File: src/rtl/hazard3_dmi_apb_master_if.sv
// DMI request/response, sticky-error control and source-side APB signals of the DMI sequencer.
// The DUT connects through modport master; the transport and the APB slave connect through modport slave.
interface hazard3_dmi_apb_master_if #(
  parameter int W_ADDR = 8,
  parameter int W_DATA = 32
);
  logic              req_valid;
  logic              req_ready;
  logic [1:0]        req_op;
  logic [W_ADDR-1:0] req_addr;
  logic [W_DATA-1:0] req_data;

  logic              rsp_valid;
  logic              rsp_ready;
  logic [1:0]        rsp_op;
  logic [W_DATA-1:0] rsp_data;

  logic              err_clr;
  logic              err_sticky;

  logic              dmi_psel;
  logic              dmi_penable;
  logic              dmi_pwrite;
  logic [W_ADDR-1:0] dmi_paddr;
  logic [W_DATA-1:0] dmi_pwdata;
  logic [W_DATA-1:0] dmi_prdata;
  logic              dmi_pready;
  logic              dmi_pslverr;

  modport master (
    input  req_valid, req_op, req_addr, req_data, rsp_ready, err_clr,
           dmi_prdata, dmi_pready, dmi_pslverr,
    output req_ready, rsp_valid, rsp_op, rsp_data, err_sticky,
           dmi_psel, dmi_penable, dmi_pwrite, dmi_paddr, dmi_pwdata
  );

  modport slave (
    output req_valid, req_op, req_addr, req_data, rsp_ready, err_clr,
           dmi_prdata, dmi_pready, dmi_pslverr,
    input  req_ready, rsp_valid, rsp_op, rsp_data, err_sticky,
           dmi_psel, dmi_penable, dmi_pwrite, dmi_paddr, dmi_pwdata
  );
endinterface

File: src/rtl/hazard3_dmi_apb_master.sv
// DTM-side DMI sequencer: runs one DMI request at a time as an APB master transfer
// and returns a DMI status/data response, keeping the sticky DMI error flag.
//
// state  | meaning
// IDLE   | ready for a request
// SETUP  | APB setup phase (psel=1, penable=0), one cycle
// ACCESS | APB access phase, waiting for pready
// RESP   | response held until rsp_ready
module hazard3_dmi_apb_master #(
  parameter int W_ADDR = 8,
  parameter int W_DATA = 32
) (
  input logic                    clk,
  input logic                    rst,
  hazard3_dmi_apb_master_if.master bus
);

  typedef enum logic [1:0] {IDLE, SETUP, ACCESS, RESP} state_t;

  localparam logic [1:0] OP_NOP   = 2'd0;
  localparam logic [1:0] OP_READ  = 2'd1;
  localparam logic [1:0] OP_WRITE = 2'd2;
  localparam logic [1:0] RSP_OK   = 2'd0;
  localparam logic [1:0] RSP_FAIL = 2'd2;

  state_t            state, state_nxt;
  logic              psel_q, psel_nxt;
  logic              penable_q, penable_nxt;
  logic              pwrite_q, pwrite_nxt;
  logic [W_ADDR-1:0] paddr_q, paddr_nxt;
  logic [W_DATA-1:0] pwdata_q, pwdata_nxt;
  logic              rsp_valid_q, rsp_valid_nxt;
  logic [1:0]        rsp_op_q, rsp_op_nxt;
  logic [W_DATA-1:0] rsp_data_q, rsp_data_nxt;
  logic              err_q, err_nxt;
  logic              accept;

  always_ff @(posedge clk) begin
    if (rst) begin
      state       <= IDLE;
      psel_q      <= 1'b0;
      penable_q   <= 1'b0;
      pwrite_q    <= 1'b0;
      paddr_q     <= '0;
      pwdata_q    <= '0;
      rsp_valid_q <= 1'b0;
      rsp_op_q    <= RSP_OK;
      rsp_data_q  <= '0;
      err_q       <= 1'b0;
    end else begin
      state       <= state_nxt;
      psel_q      <= psel_nxt;
      penable_q   <= penable_nxt;
      pwrite_q    <= pwrite_nxt;
      paddr_q     <= paddr_nxt;
      pwdata_q    <= pwdata_nxt;
      rsp_valid_q <= rsp_valid_nxt;
      rsp_op_q    <= rsp_op_nxt;
      rsp_data_q  <= rsp_data_nxt;
      err_q       <= err_nxt;
    end
  end

  assign accept = bus.req_valid && (state == IDLE);

  always_comb begin
    state_nxt     = state;
    psel_nxt      = psel_q;
    penable_nxt   = penable_q;
    pwrite_nxt    = pwrite_q;
    paddr_nxt     = paddr_q;
    pwdata_nxt    = pwdata_q;
    rsp_valid_nxt = rsp_valid_q;
    rsp_op_nxt    = rsp_op_q;
    rsp_data_nxt  = rsp_data_q;
    // Clear first so that a same-cycle set below takes priority.
    err_nxt       = bus.err_clr ? 1'b0 : err_q;

    case (state)
      IDLE: begin
        if (accept) begin
          if ((bus.req_op == OP_READ || bus.req_op == OP_WRITE) && !err_q) begin
            paddr_nxt   = bus.req_addr;
            pwdata_nxt  = bus.req_data;
            pwrite_nxt  = (bus.req_op == OP_WRITE);
            psel_nxt    = 1'b1;
            penable_nxt = 1'b0;
            state_nxt   = SETUP;
          end else begin
            rsp_valid_nxt = 1'b1;
            rsp_data_nxt  = '0;
            rsp_op_nxt    = (bus.req_op == OP_NOP) ? RSP_OK : RSP_FAIL;
            if (bus.req_op == 2'd3) err_nxt = 1'b1;
            state_nxt     = RESP;
          end
        end
      end
      SETUP: begin
        penable_nxt = 1'b1;
        state_nxt   = ACCESS;
      end
      ACCESS: begin
        if (bus.dmi_pready) begin
          psel_nxt      = 1'b0;
          penable_nxt   = 1'b0;
          rsp_valid_nxt = 1'b1;
          rsp_op_nxt    = bus.dmi_pslverr ? RSP_FAIL : RSP_OK;
          rsp_data_nxt  = (!pwrite_q && !bus.dmi_pslverr) ? bus.dmi_prdata : '0;
          if (bus.dmi_pslverr) err_nxt = 1'b1;
          state_nxt     = RESP;
        end
      end
      RESP: begin
        if (bus.rsp_ready) begin
          rsp_valid_nxt = 1'b0;
          state_nxt     = IDLE;
        end
      end
      default: state_nxt = IDLE;
    endcase
  end

  assign bus.req_ready   = (state == IDLE);
  assign bus.rsp_valid   = rsp_valid_q;
  assign bus.rsp_op      = rsp_op_q;
  assign bus.rsp_data    = rsp_data_q;
  assign bus.err_sticky  = err_q;
  assign bus.dmi_psel    = psel_q;
  assign bus.dmi_penable = penable_q;
  assign bus.dmi_pwrite  = pwrite_q;
  assign bus.dmi_paddr   = paddr_q;
  assign bus.dmi_pwdata  = pwdata_q;

endmodule

File: src/flat_wrapper.sv
// flat-port wrapper written by rule: the top's interface ports become plain ports
module hazard3_dmi_apb_master_flat 
#(
  parameter int W_ADDR = 8,
  parameter int W_DATA = 32
)
  (clk, rst, bus_req_valid, bus_req_op, bus_req_addr, bus_req_data, bus_rsp_ready, bus_err_clr, bus_dmi_prdata, bus_dmi_pready, bus_dmi_pslverr, bus_req_ready, bus_rsp_valid, bus_rsp_op, bus_rsp_data, bus_err_sticky, bus_dmi_psel, bus_dmi_penable, bus_dmi_pwrite, bus_dmi_paddr, bus_dmi_pwdata);
  hazard3_dmi_apb_master_if #(.W_ADDR(W_ADDR), .W_DATA(W_DATA)) bus_i ();
  input logic clk;
  input logic rst;
  input wire logic [$bits(bus_i.req_valid)-1:0] bus_req_valid;
  input wire logic [$bits(bus_i.req_op)-1:0] bus_req_op;
  input wire logic [$bits(bus_i.req_addr)-1:0] bus_req_addr;
  input wire logic [$bits(bus_i.req_data)-1:0] bus_req_data;
  input wire logic [$bits(bus_i.rsp_ready)-1:0] bus_rsp_ready;
  input wire logic [$bits(bus_i.err_clr)-1:0] bus_err_clr;
  input wire logic [$bits(bus_i.dmi_prdata)-1:0] bus_dmi_prdata;
  input wire logic [$bits(bus_i.dmi_pready)-1:0] bus_dmi_pready;
  input wire logic [$bits(bus_i.dmi_pslverr)-1:0] bus_dmi_pslverr;
  output wire logic [$bits(bus_i.req_ready)-1:0] bus_req_ready;
  output wire logic [$bits(bus_i.rsp_valid)-1:0] bus_rsp_valid;
  output wire logic [$bits(bus_i.rsp_op)-1:0] bus_rsp_op;
  output wire logic [$bits(bus_i.rsp_data)-1:0] bus_rsp_data;
  output wire logic [$bits(bus_i.err_sticky)-1:0] bus_err_sticky;
  output wire logic [$bits(bus_i.dmi_psel)-1:0] bus_dmi_psel;
  output wire logic [$bits(bus_i.dmi_penable)-1:0] bus_dmi_penable;
  output wire logic [$bits(bus_i.dmi_pwrite)-1:0] bus_dmi_pwrite;
  output wire logic [$bits(bus_i.dmi_paddr)-1:0] bus_dmi_paddr;
  output wire logic [$bits(bus_i.dmi_pwdata)-1:0] bus_dmi_pwdata;
  assign bus_i.req_valid = bus_req_valid;
  assign bus_i.req_op = bus_req_op;
  assign bus_i.req_addr = bus_req_addr;
  assign bus_i.req_data = bus_req_data;
  assign bus_i.rsp_ready = bus_rsp_ready;
  assign bus_i.err_clr = bus_err_clr;
  assign bus_i.dmi_prdata = bus_dmi_prdata;
  assign bus_i.dmi_pready = bus_dmi_pready;
  assign bus_i.dmi_pslverr = bus_dmi_pslverr;
  assign bus_req_ready = bus_i.req_ready;
  assign bus_rsp_valid = bus_i.rsp_valid;
  assign bus_rsp_op = bus_i.rsp_op;
  assign bus_rsp_data = bus_i.rsp_data;
  assign bus_err_sticky = bus_i.err_sticky;
  assign bus_dmi_psel = bus_i.dmi_psel;
  assign bus_dmi_penable = bus_i.dmi_penable;
  assign bus_dmi_pwrite = bus_i.dmi_pwrite;
  assign bus_dmi_paddr = bus_i.dmi_paddr;
  assign bus_dmi_pwdata = bus_i.dmi_pwdata;
  hazard3_dmi_apb_master #(.W_ADDR(W_ADDR), .W_DATA(W_DATA)) u_core (.clk(clk), .rst(rst), .bus(bus_i));
endmodule
File: config.mk
export PLATFORM = sky130hd
export DESIGN_NAME = hazard3_dmi_apb_master_flat
export DESIGN_NICKNAME = d
export VERILOG_FILES = /design/src/rtl/hazard3_dmi_apb_master_if.sv /design/src/rtl/hazard3_dmi_apb_master.sv /design/src/flat_wrapper.sv
export SDC_FILE = /design/constraint.sdc
export NUM_CORES = 1
export LEC_CHECK = 0
export CORE_MARGIN = 4
export CORE_UTILIZATION = 40
export CTS_CLUSTER_SIZE = 16
export DETAILED_ROUTE_END_ITERATION = 10
export GPL_ROUTABILITY_DRIVEN = 0
export PLACE_DENSITY = 0.8
export REMOVE_ABC_BUFFERS = 1
export SLEW_MARGIN = 25
export SYNTH_ARGS = -nofsm -noshare
export SYNTH_HDL_FRONTEND = slang
export SYNTH_SLANG_ARGS = --single-unit
File: constraint.sdc
create_clock -name clk -period 2.4 [get_ports clk]
set_input_delay 0.6 -clock clk [delete_from_list [all_inputs] [get_ports clk]]
set_output_delay 0.6 -clock clk [all_outputs]
set_load 0.01 [all_outputs]
==> flow_summary.json, run 1 <==
{
  "die_x_um": 97.9,
  "cts.sinks": 80,
  "fin_ws_ns": 0.139,
  "cts_tree": "yes",
  "drc_errors": 0,
  "firstDrtPassIters": 5,
  "nFillCells": 670,
  "wl_per_cell_um": 14.2,
  "total_power_uw": 4460,
  "cts.clk_slew.worst_paths_ns": 0.08,
  "cp-start-kind": "flip-flop",
  "ys_seq_elements": 80,
  "outcome": "finished, final reports clean",
  "dp_worst_setup_slack_ns": -0.214,
  "cts_made_buffers": 9,
  "die_h_um": 97.9,
  "final_cell_mix": "158 x clkdlybuf4s50_1, 152 x nand2_1, 80 x dfxtp_1, 47 x a21oi_1, 34 x mux2i_1",
  "grt_pass1_wl_um": 14700,
  "die-area_um2": 9570,
  "yosysWarnings": 0,
  "synth_area_leader_cell": "dfxtp_1",
  "fin_util_pct": 65.9,
  "ir_worst_vdd_mv": 0.771,
  "max-cap-violations": 0,
  "synth_edf_count": 0,
  "io_pins": 161,
  "setup_tns_ns": 0,
  "cts_setup_buffers": 0,
  "clock_latency_ns": 0.34,
  "synth_area_leaders": "dfxtp_1 50%, nand2_1 18%, mux2i_1 11%, a21oi_1 7.3%, ha_1 3.9%",
  "arrival_ns": 1.66,
  "min_period_ns": 2.26,
  "syn_area_um2": 3230,
  "finalHoldViolations": 0,
  "grt_overflow": 0,
  "insertedDiodeCount": 0,
  "crit_path_end_kind": "output port",
  "coreArea_um2": 7810,
  "area_growth_pct": 59.4,
  "grt_setup_unrepaired": "false",
  "antenna_found_initial": 0,
  "root_buffer": "clkbuf_8",
  "initialDrtViolationCount": 114,
  "dp.cells": 629,
  "ctsResizeCount": 0,
  "p_leak_uw": 0.00188,
  "powerDensity_nw_per_um2": 866,
  "ys_seq_area_share_pct": 49.6,
  "totalWireLength_um": 9190,
  "numPortBuffers": 159,
  "cp.required_ns": 1.80,
  "ant_nets": 0,
  "ys_types": 28,
  "drt-vias-per-instance": 4.82,
  "synth_top_area_share_pct": 49.6,
  "ctsHtreeMaxLevel": 3,
  "syn_area_per_cell_um2": 8.45,
  "maxSlewViolCount": 0,
  "vias": 3111,
  "final_common_cell": "clkdlybuf4s50_1",
  "synth_ff_type": "dfxtp_1",
  "grt_usage_pct": 18.6,
  "async_reset_ff_share_pct": 0,
  "critical_path_class": "flip-flop to output port",
  "drive_gt1_share_pct": 6.08,
  "rows": 32,
  "hold_class": "flip-flop to flip-flop",
  "cp_max_fo": 5,
  "clock_skew_ns": 0.00819,
  "hpwl_um": 6770,
  "clock.fmax_ghz": 0.442,
  "fin_crit_sh_pct": 94.2,
  "hold_buffers": 0,
  "initial_core_util_pct": 41.4,
  "grt_max_degree": 47,
  "finalSetupViolations": 0,
  "fin_nets": 629,
  "grt_pass1_vias": 3085,
  "cts.path.max_buffers": 2,
  "fin_cells": 645,
  "synthCells": 382
}
[metal layers]
layer | track usage [%] | up-vias | wire length (µm)
li1 | - | 1545 | -
met3 | 3.21 | 16 | 339
met4 | 7.77 | 0 | 210
met1 | 20.8 | 1467 | 3760
met2 | 34.7 | 83 | 4880
met5 | 0 | - | 0
[final cells by class]
cell class / count / area [µm²] / area share [%]
Timing Repair Buffer: 169 / 1710 / 33.2
Tap cell: 102 / 128 / 2.48
Clock inverter: 6 / 60.1 / 1.17
Inverter: 5 / 18.8 / 0.365
Clock buffer: 10 / 128 / 2.48
Multi-Input combinational cell: 273 / 1500 / 29.2
Sequential cell: 80 / 1600 / 31.1
[worst max-delay path, stage by stage, from the launching register on]
cell and delay [ns]:
dfxtp_1 0.37, inv_1 0.15, ha_2 0.26, clkdlybuf4s50_1 0.56
[final timing paths]
path                            start                  endpoint  slack [ns]  depth (start not counted)
min          u_core.bus.dmi_pwdata[7]  u_core.bus.dmi_pwdata[7]        0.46                          2
min reg2reg  u_core.bus.dmi_pwdata[7]  u_core.bus.dmi_pwdata[7]        0.46                          2
max reg2reg           u_core.state[0]    u_core.bus.rsp_data[9]        0.34                          6
max                   u_core.state[1]             bus_req_ready        0.14                          3
[sequential cells by signal, indices dropped and copies added (netlist names)]
signal,cells
u_core.bus.dmi_pwdata,32
u_core.bus.rsp_data,32
u_core.bus.dmi_paddr,8
u_core.state,2
u_core.bus.dmi_penable,1
u_core.bus.dmi_psel,1
u_core.bus.dmi_pwrite,1
u_core.bus.err_sticky,1
u_core.bus.rsp_op,1
u_core.bus.rsp_valid,1
[synth_stat cells (3+ instances only)]
master / n
a211oi_1: 3
inv_1: 5
dfxtp_1: 80
buf_6: 3
nor2b_1: 4
nor2_1: 8
clkbuf_1: 16
ha_1: 10
mux2i_1: 34
buf_2: 4
a21oi_1: 47
nand2_1: 152
[metrics by stage]
step	hold slack, ns	instance area (µm²)
floorplan	0.474	3110
global placement	0.441	4960
detailed placement	0.447	4960
CTS	0.458	5150
global route	0.474	5150
finish	0.457	5150
[report_power, final]
group	switching (µW)	internal, µW
Sequential	114	1500
Combinational	934	963
Clock	470	476
Total	1520	2940
[logic make-up (layout without fill, tap and decap cells)]
group | after synthesis | in the layout | share of synthesized area [%]
simple gates | 173 | 173 | 21.6
flops | 80 | 80 | 49.6
compound gates | 54 | 54 | 9.61
mux | 35 | 35 | 10.9
buf+inv | 29 | 190 | 4.34
fa+ha+maj | 10 | 10 | 3.87
other cells | 1 | 1 | 0.116
No activity file was read; power rests on OpenSTA's default activity.
==> inputs of run 2 (changes only) <==
- clock period: 2.4 -> 2.5 ns (I/O delays scaled with it)
==> flow_summary.json, run 2 (synthesized netlist as in run 1, its figures left out) <==
{
  "ctsHtreeMaxLevel": 3,
  "cts.sinks": 80,
  "clock_skew_ns": 0.0111,
  "hold_ws_ns": 0.456,
  "hold_buffers": 0,
  "grt_max_degree": 46,
  "gr-usage-met1_pct": 21.8,
  "vias": 3090,
  "grt_setup_unrepaired": "false",
  "numPortBuffers": 159,
  "die_x_um": 97.9,
  "grt_use_met3_pct": 3.79,
  "grt_usage_pct": 19.0,
  "totalWireLength_um": 9170,
  "cts_made_buffers": 9,
  "finalSetupViolations": 0,
  "cts_setup_buffers": 0,
  "nFillCells": 655,
  "cts.path.max_buffers": 2,
  "area_growth_pct": 60.7,
  "fin_util_pct": 66.5,
  "initialDrtViolationCount": 94,
  "ir_worst_vdd_mv": 0.843,
  "cts.clk_slew.worst_paths_ns": 0.08,
  "critical_path_class": "input pin to flip-flop",
  "drive_gt1_share_pct": 6.08,
  "cp_max_fo": 32,
  "grt_overflow": 0,
  "p_leak_uw": 0.00190,
  "wl_per_cell_um": 14.2,
  "arrival_ns": 2.53,
  "drc_errors": 0,
  "die-area_um2": 9570,
  "outcome": "finished, final reports clean",
  "grt.busiest_layer": "met2",
  "dp.cells": 629,
  "antenna_found_initial": 0,
  "insertedDiodeCount": 0,
  "fin_crit_sh_pct": 90.8,
  "drt-vias-per-instance": 4.79,
  "ant_nets": 0,
  "grtUsageMet2_pct": 33.4,
  "min_period_ns": 2.27,
  "hpwl_um": 6760,
  "firstDrtPassIters": 4,
  "initial_core_util_pct": 41.4,
  "rows": 32,
  "final_cell_mix": "158 x clkdlybuf4s50_1, 152 x nand2_1, 80 x dfxtp_1, 47 x a21oi_1, 34 x mux2i_1",
  "hold_class": "flip-flop to flip-flop",
  "cp.required_ns": 2.76,
  "cp-start-kind": "input pin",
  "final_common_cell": "clkdlybuf4s50_1",
  "total_power_uw": 4500,
  "finalHoldViolations": 0,
  "root_buffer": "clkbuf_8",
  "maxSlewViolCount": 0,
  "setup_tns_ns": 0,
  "die_h_um": 97.9,
  "grt_pass1_vias": 3062,
  "max-cap-violations": 0,
  "fin_cells": 645,
  "fin_nets": 629,
  "ctsResizeCount": 0,
  "coreArea_um2": 7810,
  "clock.fmax_ghz": 0.441,
  "powerDensity_nw_per_um2": 867,
  "cts_tree": "yes",
  "crit_path_end_kind": "flip-flop",
  "clock_latency_ns": 0.35,
  "grt_pass1_wl_um": 14800,
  "io_pins": 161
}
==> run 2: cell types whose count changed in the layout (fill, tap and decap cells not counted), sizes merged <==
cell	before	now
bufinv	1	3
clkbuf	10	9
inv	5	6
clkinv	3	1
==> run 2: metrics by stage <==
stage	setup slack (ns)	area, µm²
floorplan	-0.477	3110
global placement	-0.0141	4950
detailed placement	-0.152	4950
CTS	0.215	5190
global route	0.136	5190
finish	0.230	5190
==> run 2: final timing paths <==
| kind | start | to | slack [ns] | depth (start not counted) |
|---|---|---|---|---|
| setup / recovery | bus_req_op[0] | u_core.bus.rsp_data[6] | 0.23 | 8 |
| hold / removal | u_core.bus.dmi_pwdata[25] | u_core.bus.dmi_pwdata[25] | 0.46 | 2 |
| setup reg to reg | u_core.state[0] | u_core.bus.rsp_valid | 0.45 | 6 |
| hold reg to reg | u_core.bus.dmi_pwdata[25] | u_core.bus.dmi_pwdata[25] | 0.46 | 2 |
==> run 2: per-layer routing <==
layer	vias up	wire, µm
met5	-	0
met4	0	333
met3	27	382
met2	90	4760
met1	1420	3690
li1	1553	-
==> run 2: power breakdown <==
| part | internal [µW] | leakage (µW) | total, µW | switching, µW |
|---|---|---|---|---|
| Clock | 665 | 0.000116 | 1140 | 479 |
| Combinational | 914 | 0.00114 | 1800 | 890 |
| Sequential | 1440 | 0.000649 | 1550 | 109 |
| Total | 3020 | 0.00190 | 4500 | 1480 |
==> run 2: cell type report <==
cell class	instances	area, µm²	share of cell area, %
sequential	80	1600	30.9
timing repair buffer	169	1700	32.7
multi-input combinational	273	1500	28.9
tap	102	128	2.46
inverter	5	18.8	0.362
clock inverter	7	119	2.29
clock buffer	9	124	2.39
==> run 2: critical path, cell delays in order <==
cell and delay, ns:
clkdlybuf4s50_1 0.49, inv_1 0.06, ha_1 0.33, nand2b_2 0.09
nand2_1 0.08, a211oi_4 0.31, buf_12 0.27, mux2i_1 0.24
==> inputs of run 3 (changes only) <==
- CELL_PAD_IN_SITES_DETAIL_PLACEMENT: unset -> 2
- CELL_PAD_IN_SITES_GLOBAL_PLACEMENT: unset -> 2
- CORE_UTILIZATION: 40 -> 22
- PLACE_DENSITY: 0.8 -> unset
- PLACE_DENSITY_LB_ADDON: unset -> 0.1
- REMOVE_ABC_BUFFERS: 1 -> unset
==> flow_summary.json, run 3 (synthesized netlist as in run 1, its figures left out) <==
{
  "cts.path.max_buffers": 2,
  "cts.sinks": 80,
  "ant_nets": 0,
  "finalHoldViolations": 0,
  "maxSlewViolCount": 0,
  "cts_setup_buffers": 0,
  "min_period_ns": 2.36,
  "cp_max_fo": 6,
  "detail_route.wirelength.met1_um": 4560,
  "root_buffer": "clkbuf_16",
  "hpwl_um": 8520,
  "fin_ws_ns": 0.141,
  "clock.fmax_ghz": 0.424,
  "syn-num-nets": 473,
  "firstDrtPassIters": 4,
  "cts.clk_slew.worst_paths_ns": 0.06,
  "powerDensity_nw_per_um2": 905,
  "cp-start-kind": "flip-flop",
  "route.met3.wl_um": 1190,
  "final_cell_mix": "158 x clkdlybuf4s50_1, 152 x nand2_1, 80 x dfxtp_1, 47 x a21oi_1, 34 x mux2i_1",
  "arrival_ns": 1.73,
  "cp.required_ns": 1.88,
  "dr_wl_met2_um": 5620,
  "antenna_found_initial": 0,
  "cts_tree": "yes",
  "ctsResizeCount": 0,
  "vias": 3174,
  "grt_usage_pct": 14.1,
  "initialDrtViolationCount": 81,
  "fin_crit_sh_pct": 94.4,
  "clock_latency_ns": 0.34,
  "numPortBuffers": 159,
  "io_pins": 161,
  "drt-vias-per-instance": 4.35,
  "crit_path_end_kind": "output port",
  "grt_overflow": 0,
  "worst_path_max_delay_cell": "clkdlybuf4s50_1",
  "die_x_um": 129,
  "coreArea_um2": 14500,
  "dp_worst_setup_slack_ns": -0.192,
  "p_leak_uw": 0.00196,
  "final_common_cell": "clkdlybuf4s50_1",
  "slowest_delay_ns": 0.58,
  "path_buf_inv": 2,
  "hold_buffers": 0,
  "hold_ws_ns": 0.454,
  "wl_per_cell_um": 15.7,
  "ctsHtreeMaxLevel": 3,
  "max-cap-violations": 0,
  "grt_setup_unrepaired": "false",
  "hold_class": "flip-flop to flip-flop",
  "drive_gt1_share_pct": 6.23,
  "fin_nets": 632,
  "setup_tns_ns": 0,
  "crit_family": "buffers and inverters",
  "grt_max_degree": 33,
  "nFillCells": 1634,
  "area_growth_pct": 67.4,
  "cts_made_buffers": 9,
  "finalSetupViolations": 0,
  "outcome": "finished, final reports clean",
  "initial_core_util_pct": 22.3,
  "die_h_um": 129,
  "rows": 44,
  "clock_skew_ns": 0.00603,
  "insertedDiodeCount": 0,
  "die-area_um2": 16700,
  "totalWireLength_um": 11500,
  "critical_path_class": "flip-flop to output port",
  "highest_layer": "met4",
  "ir_worst_vdd_mv": 0.437,
  "grt_pass1_vias": 3525,
  "grt_pass1_wl_um": 18500,
  "drc_errors": 0,
  "path_cells": "inv_1 -> ha_1 -> clkdlybuf4s50_1"
}
## run 3: cell types whose count changed in the layout (fill, tap and decap cells not counted), moves of 2 or more
cell / change
clkbuf_16: +9
clkbuf_1: +2
buf_4: +3
clkinvlp_4: -2
clkbuf_8: -6
## run 3: report_power, final
group	internal [µW]	switching [µW]	total, µW
sequential	1440	114	1560
combinational	937	932	1870
clock	957	509	1470
## run 3: path summary, 6_finish.rpt
check | from | end | slack, ns | cells after the start
worst max-delay path | u_core.state[1] | bus_req_ready | 0.14 | 3
worst min-delay path | u_core.bus.rsp_data[3] | u_core.bus.rsp_data[3] | 0.45 | 2
worst max register to register | u_core.state[0] | u_core.bus.rsp_data[1] | 0.43 | 6
worst min register to register | u_core.bus.rsp_data[3] | u_core.bus.rsp_data[3] | 0.45 | 2
## run 3: metal layers
metal  up-vias  GRT usage, %
met3         9          6.92
li1       1551             -
met5         -             0
met4         0          3.71
met1      1513          15.3
met2       101          24.5
## run 3: through the flow
stage               util (%)  area [µm²]  cells  total power, µW
floorplan                  -        3230    382             2700
global placement        35.0        5070    714             3460
detailed placement      35.0        5070    714             3500
CTS                     37.3        5410    730             5010
global route            37.3        5410    730             5200
finish                  37.3        5410    730             4890
## run 3: tightest hold or removal path: cells and delay by family (launching register included)
kind,cells,cell delay (ns)
multiplexers,1,0.05
flip-flops,1,0.30
AND/OR/NAND/NOR,1,0.05
## run 3: final cells by class
type                    instances  area [µm²]  area share, %
multi-input cells             273        1500           27.7
clock inverters                 2        60.1           1.11
clock buffers                  14         274           5.07
well taps                     184         230           4.26
inverters                       5        18.8          0.347
flip-flops and latches         80        1600           29.6
repair buffers                172        1720           31.9
